<file path="src/rtl/fft8_bitrev_loader.sv">
// Input stage of the 8-point radix-2 DIT FFT: bit-reversed frame buffer feeding the stage-1 butterflies.
// Optional double buffering is enabled with `define FFT8_LOADER_PINGPONG_EN.
module fft8_bitrev_loader #(
  parameter int DATA_WIDTH = 16
) (
  input  logic                  clk,
  input  logic                  rst_n,
  input  logic [DATA_WIDTH-1:0] in_data,
  input  logic                  in_valid,
  output logic                  in_ready,
  output logic [DATA_WIDTH-1:0] out_A_real,
  output logic [DATA_WIDTH-1:0] out_B_real,
  output logic [DATA_WIDTH-1:0] out_W_real,
  output logic [DATA_WIDTH-1:0] out_W_imag,
  output logic [1:0]            out_idx,
  output logic                  out_last,
  output logic                  out_valid,
  input  logic                  out_ready
);

`ifdef FFT8_LOADER_PINGPONG_EN
  localparam logic PINGPONG = 1'b1;
`else
  localparam logic PINGPONG = 1'b0;
`endif

  localparam logic [0:0] ST_LOAD  = 1'b0;
  localparam logic [0:0] ST_DRAIN = 1'b1;

  // Both ports use valid/ready: a word moves on a rising edge where valid && ready are both high;
  // the sender holds valid and data stable until that edge, the receiver may toggle ready freely.

  logic [DATA_WIDTH-1:0] mem_q [16];

  logic [0:0]            state_q, state_d;
  logic [2:0]            wr_cnt_q, wr_cnt_d;
  logic [1:0]            rd_cnt_q, rd_cnt_d;
  logic                  wr_bank_q, wr_bank_d;
  logic                  rd_bank_q, rd_bank_d;
  logic [1:0]            full_q, full_d;
  logic                  in_ready_q, in_ready_d;
  logic [DATA_WIDTH-1:0] a_q, a_d;
  logic [DATA_WIDTH-1:0] b_q, b_d;
  logic                  last_q, last_d;

  logic       in_fire, out_fire, frame_done, drain_done;
  logic [3:0] wr_addr, rd_addr_a, rd_addr_b;

  always_comb begin
    in_fire    = in_valid && in_ready_q;
    out_fire   = (state_q == ST_DRAIN) && out_ready;
    frame_done = in_fire && (wr_cnt_q == 3'd7);
    drain_done = out_fire && (rd_cnt_q == 2'd3);

    wr_cnt_d  = in_fire  ? wr_cnt_q + 3'd1 : wr_cnt_q;
    rd_cnt_d  = out_fire ? rd_cnt_q + 2'd1 : rd_cnt_q;
    wr_bank_d = wr_bank_q ^ (frame_done & PINGPONG);
    rd_bank_d = rd_bank_q ^ (drain_done & PINGPONG);

    full_d = full_q;
    if (drain_done) full_d[rd_bank_q] = 1'b0;
    if (frame_done) full_d[wr_bank_q] = 1'b1;

    in_ready_d = !full_d[wr_bank_d];
    state_d    = full_d[rd_bank_d] ? ST_DRAIN : ST_LOAD;

    wr_addr = {wr_bank_q, wr_cnt_q[0], wr_cnt_q[1], wr_cnt_q[2]};
    // x[k] sits at bitrev3(k) = 2*bitrev2(k); x[k+4] is the odd neighbour of that slot.
    rd_addr_a = {rd_bank_d, rd_cnt_d[0], rd_cnt_d[1], 1'b0};
    rd_addr_b = {rd_bank_d, rd_cnt_d[0], rd_cnt_d[1], 1'b1};

    a_d    = a_q;
    b_d    = b_q;
    last_d = last_q;
    // Pair 0 reads slots 0/1 only, so the 8th sample landing this cycle (slot 7) is never needed yet.
    if ((state_d == ST_DRAIN) && ((state_q == ST_LOAD) || out_fire)) begin
      a_d    = mem_q[rd_addr_a];
      b_d    = mem_q[rd_addr_b];
      last_d = (rd_cnt_d == 2'd3);
    end else if (state_d == ST_LOAD) begin
      last_d = 1'b0;
    end
  end

  always_ff @(posedge clk) begin
    if (in_fire) mem_q[wr_addr] <= in_data;
  end

  always_ff @(posedge clk or negedge rst_n) begin
    if (!rst_n) begin
      state_q    <= ST_LOAD;
      wr_cnt_q   <= 3'd0;
      rd_cnt_q   <= 2'd0;
      wr_bank_q  <= 1'b0;
      rd_bank_q  <= 1'b0;
      full_q     <= 2'b00;
      in_ready_q <= 1'b0;
      a_q        <= '0;
      b_q        <= '0;
      last_q     <= 1'b0;
    end else begin
      state_q    <= state_d;
      wr_cnt_q   <= wr_cnt_d;
      rd_cnt_q   <= rd_cnt_d;
      wr_bank_q  <= wr_bank_d;
      rd_bank_q  <= rd_bank_d;
      full_q     <= full_d;
      in_ready_q <= in_ready_d;
      a_q        <= a_d;
      b_q        <= b_d;
      last_q     <= last_d;
    end
  end

  assign in_ready   = in_ready_q;
  assign out_valid  = (state_q == ST_DRAIN);
  assign out_A_real = a_q;
  assign out_B_real = b_q;
  assign out_idx    = rd_cnt_q;
  assign out_last   = last_q;
  assign out_W_real = {1'b0, {(DATA_WIDTH-1){1'b1}}};
  assign out_W_imag = '0;

endmodule

</file>
<file path="config.mk">
export PLATFORM = sky130hd
export DESIGN_NAME = fft8_bitrev_loader
export DESIGN_NICKNAME = d
export VERILOG_FILES = /design/src/rtl/fft8_bitrev_loader.sv
export SDC_FILE = /design/constraint.sdc
export NUM_CORES = 1
export LEC_CHECK = 0
export BUFFER_PORTS_ARGS = -buffer_cell sky130_fd_sc_hd__buf_2
export CORE_ASPECT_RATIO = 0.75
export CORE_UTILIZATION = 58
export CTS_CLUSTER_SIZE = 12
export DETAILED_ROUTE_END_ITERATION = 6
export HOLD_SLACK_MARGIN = 0.03
export PLACE_DENSITY = 0.76
export SYNTH_ARGS = -nofsm -noshare
export SYNTH_HDL_FRONTEND = slang
export SYNTH_SLANG_ARGS = --single-unit
</file>
<file path="constraint.sdc">
create_clock -name clk -period 2.8 [get_ports clk]
set_clock_uncertainty 0.15 [all_clocks]
set_input_delay 0.56 -clock clk [delete_from_list [all_inputs] [get_ports clk]]
set_output_delay 0.56 -clock clk [all_outputs]
set_load 0.005 [all_outputs]
</file>
==> run metrics, run 1 <==
CP arrival=around 2.3 ns; Psw=~3 mW; P_leak=roughly 3.3 nW; Pwr Total=9.12 mW; layout cells sized above 1=25.4%; # diodes=0; drt initial violations=between 150 and 200; register area share after synthesis=between 60 and 70%; detailed-route DRC error count=0; crit path launch type=register; Post-Syn Area=approximately 7300 um2; ys async rst share=23.8%; setup TNS=0 ns; Syn Inst Count=437; Post-CTS Setup Repair Bufs=0; maximum clock frequency=roughly 0.46 GHz; Pint=slightly above 6 mW; Post-synth EDFFs=approximately 130; RSZ-0062 raised after global routing=no; main flop type after synthesis=edfxtp_1; syn_area_per_cell=16.7 um2; RePlAce Congestion=0.795; Yosys cell types=36; grt ovf=0; hold_ws=between 0.2 and 0.25 ns; worst min path class=in2reg; logic gate share of total power=between 30 and 40%; Yosys top cell by area=edfxtp_1; maximum VDD drop=631 uV; Finish-stage setup viols=0; DRT antenna net count=0; root buffer cell=clkbuf_16; CTS Buffer Depth=2; Clk Latency, worst-skew pair=about 0.42 ns; hold buffer count at cts=1; Final min period=roughly 2.2 ns; number of cells on the critical path=7; warnings from Yosys=0; final setup margin=approximately 0.61 ns; Layout Nets=between 500 and 600; Pins Over Slew Limit=0; Worst-Margin Slew=a little under 0.7 ns; vias per cell=5.56; Ports=around 90; Clock power frac=between 20 and 30%; WL final=13,300 um; Total Routing Usage GR=21.9%; most common cell in the netlist=edfxtp_1; post-synth top area share=around 53%; Final HPWL DP=8200 um; total CTS buffers=17; Fin. Hold Viols=0; Max Cap Viol=0; Initial Utilization=a little under 60%; switching share of power=32.0%; ranking of synthesized cells by area=edfxtp_1 53%, dfrtp_1 14%, mux2i_1 13%; antenna violations before repair=0; CP top delay family=flip-flops; vias in the first global route=~3,900; Core ar.=12,300 um2; largest net degree at the start of global routing=35; Pre-Repair DR Iteration Count=4; Critical Path End Type=register; worst r2r path cells=7; Die Width=around 130 um; hold depth=1; Crit Path Category=reg2reg; Vias=~3,800; Reg clk slew, reported paths=about 0.06 ns; pre-CTS setup slack=0.520 ns; die area=around 13,000 um2; flops & latches, synth=between 150 and 200; Power Density=approximately 1100 nW/um2; Post-synth top cells=128 x edfxtp_1, 96 x mux2i_1, 45 x buf_4; outcome=completed; Req. time, crit path=about 2.9 ns; Critical-path top delay cell=dfrtp_1; Reg power frac=38.2%; die height=between 90 and 100 um; CTS tree=done; Port Buffers=between 50 and 60; first-pass GRT wire length=~20,000 um; largest fanout on the critical path=16; slew margin rel.=roughly 54%; WL per Instance=around 19 um; Area growth syn-to-layout=13.2%; CP peak stage delay=~0.45 ns; WP buf/inv=1; Critical Path, Cell by Cell=ha_1, ha_1, and3_1, o22a_1, nand2_1, buf_4, o221ai_1; H-Tree Depth=4; crit-path most repeated cell=ha_1; clock sinks=roughly 170; # rows=35; Tcrit/Tclk final=between 70% and 80%; post-cts gate resize count=0
==> cell type report <==
class,count,area [um2]
clock inverter,11,149
multi-input combinational,242,2150
inverter,2,7.51
fill,839,4020
tap,166,208
timing repair buffer,75,438
sequential,168,4850
clock buffer,21,440
==> registers in the layout (all words and copies together), names as in the netlist <==
register and flops:
out_B_real 16, full_q 1, in_ready 1, wr_cnt_q 3, out_last 1, out_A_real 16
mem_q 128, out_idx 2
==> metrics by stage <==
stage | util, % | area (um2) | instances
global route | 67.2 | 8240 | 685
finish | 67.2 | 8240 | 685
detailed placement | 62.3 | 7640 | 652
floorplan | - | 7390 | 467
CTS | 67.2 | 8240 | 685
global placement | 62.3 | 7640 | 652
==> kinds of logic (layout without fill, tap and decap cells) <==
group | count (synthesis) | count (layout) | share of synthesized area (%)
mux | 115 | 115 | 19.0
buf+inv | 57 | 109 | 5.73
compound gates | 36 | 36 | 4.30
simple gates | 54 | 54 | 3.30
flops | 168 | 168 | 66.6
fa+ha+maj | 3 | 3 | 0.516
other cells | 2 | 32 | 0.103
xor+xnor | 2 | 2 | 0.499
==> power groups by stage <==
stage	clock network [mW]	registers, mW	logic [mW]
after floorplan	0	3.50	2.57
after global placement	0	3.51	3.22
after detailed placement	0	3.53	3.35
after CTS	2.35	3.49	3.37
after global routing	2.45	3.54	3.61
final	2.32	3.48	3.32
==> routing by layer <==
layer / vias up / wire length (um) / global-route usage, % / share of wire, %
li1: 1746 / - / - / -
met1: 1944 / 5840 / 28.3 / 44
met2: 100 / 6620 / 36.0 / 50
met3: 20 / 609 / 5.92 / 4.6
met4: 0 / 200 / 8.05 / 1.5
met5: - / 0 / 0 / 0
==> worst paths after layout <==
path,startpoint,end,slack [ns]
max in group asynchronous,rst_n,out_B_real[4],1.32
hold / removal,in_data[6],mem_q[6][6],0.25
min in group asynchronous,rst_n,wr_cnt_q[2],0.57
setup reg to reg,wr_cnt_q[0],out_B_real[4],0.61
hold reg to reg,out_A_real[10],out_A_real[10],0.32
setup / recovery,wr_cnt_q[0],out_B_real[4],0.61
==> layout by cell type (no fill, tap or decap), types with 16 or more instances in the layout <==
| cell type | netlist | routed |
|---|---|---|
| nand2_1 | 37 | 37 |
| conb_1 | 2 | 32 |
| buf_4 | 45 | 17 |
| edfxtp_1 | 128 | 128 |
| dfrtp_1 | 40 | 39 |
| buf_2 | 2 | 56 |
| mux2i_1 | 96 | 96 |
| o21ai_0 | 16 | 16 |
| clkbuf_16 | 0 | 17 |
No activity file was read; power rests on OpenSTA's default activity.
==> run 2, diff against run 1 <==
--- a/config.mk
+++ b/config.mk
@@ -5,6 +5,7 @@
 export SDC_FILE = /design/constraint.sdc
 export NUM_CORES = 1
 export LEC_CHECK = 0
+export ABC_AREA = 1
 export BUFFER_PORTS_ARGS = -buffer_cell sky130_fd_sc_hd__buf_2
 export CORE_ASPECT_RATIO = 0.75
 export CORE_UTILIZATION = 58
==> constraint.sdc (replaced) <==
create_clock -name clk -period 2.15 [get_ports clk]
set_clock_uncertainty 0.15 [all_clocks]
set_input_delay 0.43 -clock clk [delete_from_list [all_inputs] [get_ports clk]]
set_output_delay 0.43 -clock clk [all_outputs]
set_load 0.005 [all_outputs]
==> run 2 against run 1 <==
Clock power rose by 35%. Combinational power rose by 21%. Critical path depth rose by 2. Critical endpoint is now out_A_real[9]. Synthesized cell count rose by 58%. Die area fell by 1.1%. Worst hold slack got worse by 0.098 ns. Core utilization rose by 3.0 points.
==> run metrics, run 2 <==
most common cell in the netlist=nand2_1; root buffer cell=clkbuf_16; r2r startpoint=out_idx[0]; Fin. Hold Viols=0; CTS tree=done; P_leak=slightly below 4 nW; logic gate share of total power=a little over a third; Total Routing Usage GR=a little over a quarter; Worst-Margin Slew=approximately 0.60 ns; post-cts gate resize count=0; worst r2r path cells=9; layout cells sized above 1=between 10% and 20%; Metal-1 WL=about 6400 um; die area=between 10,000 and 15,000 um2; largest net degree at the start of global routing=49; vias in the first global route=4,942; largest fanout on the critical path=between 40 and 50; post-synth top area share=53.4%; CP arrival=about 2.1 ns; syn_area_per_cell=around 10 um2; vias per cell=5.35; crit path launch type=register; DRT antenna net count=0; Filler cells=slightly below 900; Post-Layout Cell Count=just over 900; commonest cells after routing, fill and taps aside=196 x nand2_1, 128 x edfxtp_1, 117 x nand3_1; hold buffer count at cts=1; Reg clk slew, reported paths=about 0.060 ns; worst hold start=in_data[10]; Pint=~7.4 mW; WL final=15,900 um; Req. time, crit path=around 2.3 ns; Power Density=1390 nW/um2; Crit Path Category=reg2reg; switching share of power=between 30% and 40%; setup TNS=0 ns; first-pass GRT wire length=25,000 um; Initial Utilization=between 60% and 70%; ranking of synthesized cells by area=edfxtp_1 53%, dfrtp_1 14%, nand2_1 10%; RSZ-0062 raised after global routing=no; Final min period=1.90 ns; Worst R2R End=out_A_real[9]; Finish-stage setup viols=0; maximum VDD drop=965 uV; Ports=89; warnings from Yosys=0; Vias=5,002; clock sinks=approximately 170; register area share after synthesis=about two thirds; top sig layer=met4; Reg power frac=between 30% and 40%; Largest register FFs=128; die height=approximately 98 um; flops & latches, synth=roughly 170; pre-CTS setup slack=0.295 ns; Yosys cell types=20; Design Area, Final=roughly 8300 um2; Clock power frac=a little over a quarter; commonest non-fill, non-tap cell in the layout=nand2_1; Largest Register=mem_q; setup slack, reg-to-reg=0.25 ns; hold depth=1; cell count after placement=902; Core ar.=between 10,000 and 15,000 um2; Max Cap Viol=0; main flop type after synthesis=edfxtp_1; Critical Path End Type=register; worst min path class=in2reg; Post-Syn Area=approximately 7000 um2; WL per Instance=approximately 17 um; grt ovf=0; Area growth syn-to-layout=15.4%; detailed-route DRC error count=0; met2 WL=a little under 8000 um; Hold EP=mem_q[3][10]; CTS Buffer Depth=2; Layout Nets=783; Final HPWL DP=between 9000 and 10,000 um; Syn Inst Count=690; final setup margin=~0.25 ns; Post-synth top cells=197 x nand2_1, 128 x edfxtp_1, 117 x nand3_1; # rows=34; Post-CTS Setup Repair Bufs=0; Yosys top cell by area=edfxtp_1; ys async rst share=between 20% and 30%; outcome=completed; RePlAce Congestion=about 0.8; Pins Over Slew Limit=0; maximum clock frequency=approximately 0.53 GHz; Psw=about 4.1 mW; Post-synth EDFFs=128; antenna violations before repair=0; met3 WL=~1300 um; # diodes=0; drt initial violations=roughly 520; total CTS buffers=17; slew margin rel.=about 60%; Clk Latency, worst-skew pair=between 0.4 and 0.5 ns; Die Width=about 130 um; Port Buffers=56; dpl cell area=slightly below 8000 um2; Tcrit/Tclk final=88.6%; Pre-Repair DR Iteration Count=5; H-Tree Depth=4
[run 2: changes by cell type after synthesis, sizes merged, moves of 96 or more]
| cell | before | now |
|---|---|---|
| nand2 | 38 | 198 |
| mux2i | 96 | 0 |
| inv | 2 | 105 |
| nand3 | 1 | 117 |
[run 2: logic make-up after synthesis]
group	synth area share (%)
and+or+nand+nor	20.6
buffers and inverters	11.1
DFF	67.3
AOI/OAI and AO/OA	0.330
adders and majority gates	0.522
other	0.104
[run 2: metal layers]
metal	vias up	GRT usage [%]
met5	-	0
met4	0	14.6
met3	42	6.08
met2	261	43.5
met1	2381	33.9
li1	2318	-
[run 2: layout make-up]
| type | instances | area [um2] | area share (%) |
|---|---|---|---|
| clock inverters | 7 | 115 | 1.39 |
| multi-input cells | 382 | 1670 | 20.1 |
| well taps | 162 | 203 | 2.44 |
| flip-flops and latches | 168 | 4840 | 58.4 |
| clock buffers | 25 | 495 | 5.97 |
| inverters | 106 | 398 | 4.79 |
| repair buffers | 85 | 576 | 6.93 |
[run 2: critical path: stages, from the launching register on]
cell	delay (ns)
dfrtp_1	0.42
ha_1	0.31
nand3_1	0.15
nand2_2	0.15
buf_12	0.23
nand2_1	0.08
nand3_1	0.08
nand2_1	0.09
nand2_1	0.07
nand2_1	0.05
[run 2: stage by stage]
step                      total power, mW  hold WS, ns  utilization (%)
after floorplan                      6.98      -0.0156                -
after global placement               8.25        0.309             64.9
after detailed placement             8.40        0.314             64.9
after CTS                            11.6        0.133             70.2
after global routing                 12.2        0.147             70.2
final                                11.6        0.148             70.2
[run 2: how the worst max path moves through the flow]
stage	start	endpoint	slack, ns	cells past startpoint
3_3_place_gp	out_idx[0]	out_A_real[9]	0.32	9
5_1_grt	out_idx[0]	out_A_real[9]	0.09	9
4_1_cts	out_idx[0]	out_A_real[9]	0.24	9
2_1_floorplan	in_valid	mem_q[0][0]	0.05	3
6_report	out_idx[0]	out_A_real[9]	0.25	9
3_5_place_dp	in_valid	mem_q[1][9]	0.30	5
[run 2: power by group through the flow]
stage / clock [mW] / combinational [mW] / sequential, mW
4_1_cts: 3.16 / 4.04 / 4.39
3_3_place_gp: 0 / 3.83 / 4.41
5_1_grt: 3.28 / 4.49 / 4.45
2_1_floorplan: 0 / 2.54 / 4.44
3_5_place_dp: 0 / 3.96 / 4.44
6_report: 3.14 / 4.03 / 4.39
==> run 3, diff against run 2 <==
--- a/config.mk
+++ b/config.mk
@@ -7,7 +7,7 @@
 export LEC_CHECK = 0
 export ABC_AREA = 1
 export BUFFER_PORTS_ARGS = -buffer_cell sky130_fd_sc_hd__buf_2
-export CORE_ASPECT_RATIO = 0.75
+export CORE_ASPECT_RATIO = 1.4
 export CORE_UTILIZATION = 58
 export CTS_CLUSTER_SIZE = 12
 export DETAILED_ROUTE_END_ITERATION = 6
==> run 3 against run 2 <==
Critical path depth unchanged. Global-route usage increased by 0.36 points. First-iteration DRC count increased by 2.3%. Critical path type unchanged. Largest cell class unchanged. Largest power group unchanged. Highest routed layer unchanged.
==> run metrics, run 3 (same netlist as run 2, synthesis figures left out) <==
Clock power frac=between 20% and 30%; antenna violations before repair=1; CP top delay family=simple AND/OR/NAND/NOR gates; RSZ-0062 raised after global routing=no; Req. time, crit path=around 2.3 ns; r2r startpoint=out_idx[0]; commonest non-fill, non-tap cell in the layout=nand2_1; Initial Utilization=about three fifths; WP buf/inv=1; Largest Register=mem_q; Critical Path End Type=register; Largest register FFs=128; Port Buffers=between 50 and 60; crit-path most repeated cell=nand2_1; Ports=a little under 90; Max Cap Viol=0; Crit Path Category=reg2reg; largest fanout on the critical path=48; total CTS buffers=17; root buffer cell=clkbuf_16; crit path launch type=register; Reg clk slew, reported paths=0.06 ns; Filler cells=just over 800; layout cells sized above 1=14.7%; Core ar.=approximately 12,000 um2; CP arrival=around 2.1 ns; Pins Over Slew Limit=0; Final min period=1.91 ns; Worst R2R End=out_B_real[13]; Pint=~7.3 mW; post-cts gate resize count=0; Layout Nets=774; CTS Buffer Depth=2; die height=approximately 130 um; Critical-path top delay cell=dfrtp_1; Fin. Hold Viols=0; Die Width=~96 um; setup TNS=0 ns; Psw=between 4 and 5 mW; Reg power frac=38.5%; # rows=47; Critical Path, Cell by Cell=ha_1, nand3_2, nand2_2, buf_12, nand2_1, nand3_1, nand2_1, nand2_1, nand2_1; CTS tree=done; WL per Instance=roughly 17 um; outcome=completed; Area growth syn-to-layout=15.0%; WL final=between 15,000 and 20,000 um; Vias=just under 5,000; DRT antenna net count=0; first-pass GRT wire length=about 25,000 um; Total Routing Usage GR=roughly 27%; Final HPWL DP=~9300 um; Post-Layout Cell Count=912; worst hold start=in_data[6]; hold depth=1; number of cells on the critical path=9; commonest cells after routing, fill and taps aside=196 x nand2_1, 128 x edfxtp_1, 116 x nand3_1; grt ovf=0; clock sinks=~170; maximum VDD drop=between 1500 and 2000 uV; logic gate share of total power=between 30% and 40%; P_leak=~3.8 nW; largest net degree at the start of global routing=49; CP peak stage delay=between 0.4 and 0.5 ns; H-Tree Depth=4; worst r2r path cells=9; die area=12,900 um2; cell count after placement=878; vias per cell=between 5 and 6; Power Density=approximately 1400 nW/um2; Clk Latency, worst-skew pair=about 0.43 ns; Pre-Repair DR Iteration Count=5; detailed-route DRC error count=0; RePlAce Congestion=about 0.82; Tcrit/Tclk final=about 90%; drt initial violations=530; vias in the first global route=4,917; switching share of power=a little over a third; Hold EP=mem_q[6][6]; maximum clock frequency=0.523 GHz; worst min path class=in2reg; setup slack, reg-to-reg=approximately 0.24 ns; Finish-stage setup viols=0
run 3: per-stage QoR:
| stage | worst slack, ns | power, mW | hold WS, ns | area, um2 | utilization (%) |
|---|---|---|---|---|---|
| after global routing | 0.128 | 12.2 | 0.135 | 8270 | 69.3 |
| after global placement | 0.316 | 8.34 | 0.221 | 7660 | 64.2 |
| after floorplan | 0.0472 | 6.98 | -0.0156 | 7310 | - |
| after detailed placement | 0.257 | 8.47 | 0.241 | 7660 | 64.2 |
| final | 0.236 | 11.5 | 0.128 | 8270 | 69.3 |
| after CTS | 0.215 | 11.5 | 0.120 | 8270 | 69.3 |
run 3: power by group through the flow:
stage               logic (mW)  registers (mW)  clock network, mW
detailed placement        4.00            4.47                  0
CTS                       4.07            4.41               3.05
global route              4.54            4.47               3.16
floorplan                 2.54            4.44                  0
global placement          3.88            4.45                  0
finish                    4.04            4.42               3.02
run 3: layout make-up:
cell class                 count  area, um2  share of cell area (%)
sequential                   168       4840                    58.6
multi-input combinational    382       1680                    20.3
timing repair buffer          76        571                    6.90
clock buffer                  19        453                    5.47
inverter                     106        398                    4.81
tap                          147        184                    2.22
clock inverter                13        145                    1.75
antenna                        1       2.50                  0.0302
run 3: what timing repair did:
action                                 CTS  global route
endpoints found under the hold margin   12             0
setup buffers                            0             0
hold buffers                             1             0
setup endpoints to repair                0             0
run 3: worst max-delay path by stage:
stage | from | endpoint | slack (ns)
finish | out_idx[0] | out_B_real[13] | 0.24
global route | out_idx[0] | out_B_real[13] | 0.13
CTS | out_idx[0] | out_B_real[15] | 0.22
detailed placement | out_idx[0] | out_B_real[13] | 0.26
global placement | out_idx[0] | out_A_real[3] | 0.32
floorplan | in_valid | mem_q[0][0] | 0.05
run 3: worst register-to-register path, delay by kind of cell, from the launching register on:
kind / cells / cell delay, ns
flip-flops: 1 / 0.44
AND/OR/NAND/NOR: 7 / 0.64
buffers and inverters: 1 / 0.23
adder cells (fa/ha/maj): 1 / 0.35
run 3: layer usage:
layer,global-route usage [%],part of all wire (%),routed length (um)
met1,33.0,37,5800
met2,45.9,53,8250
met3,5.16,6.7,1060
met4,13.8,3.7,573
met5,0,0,0
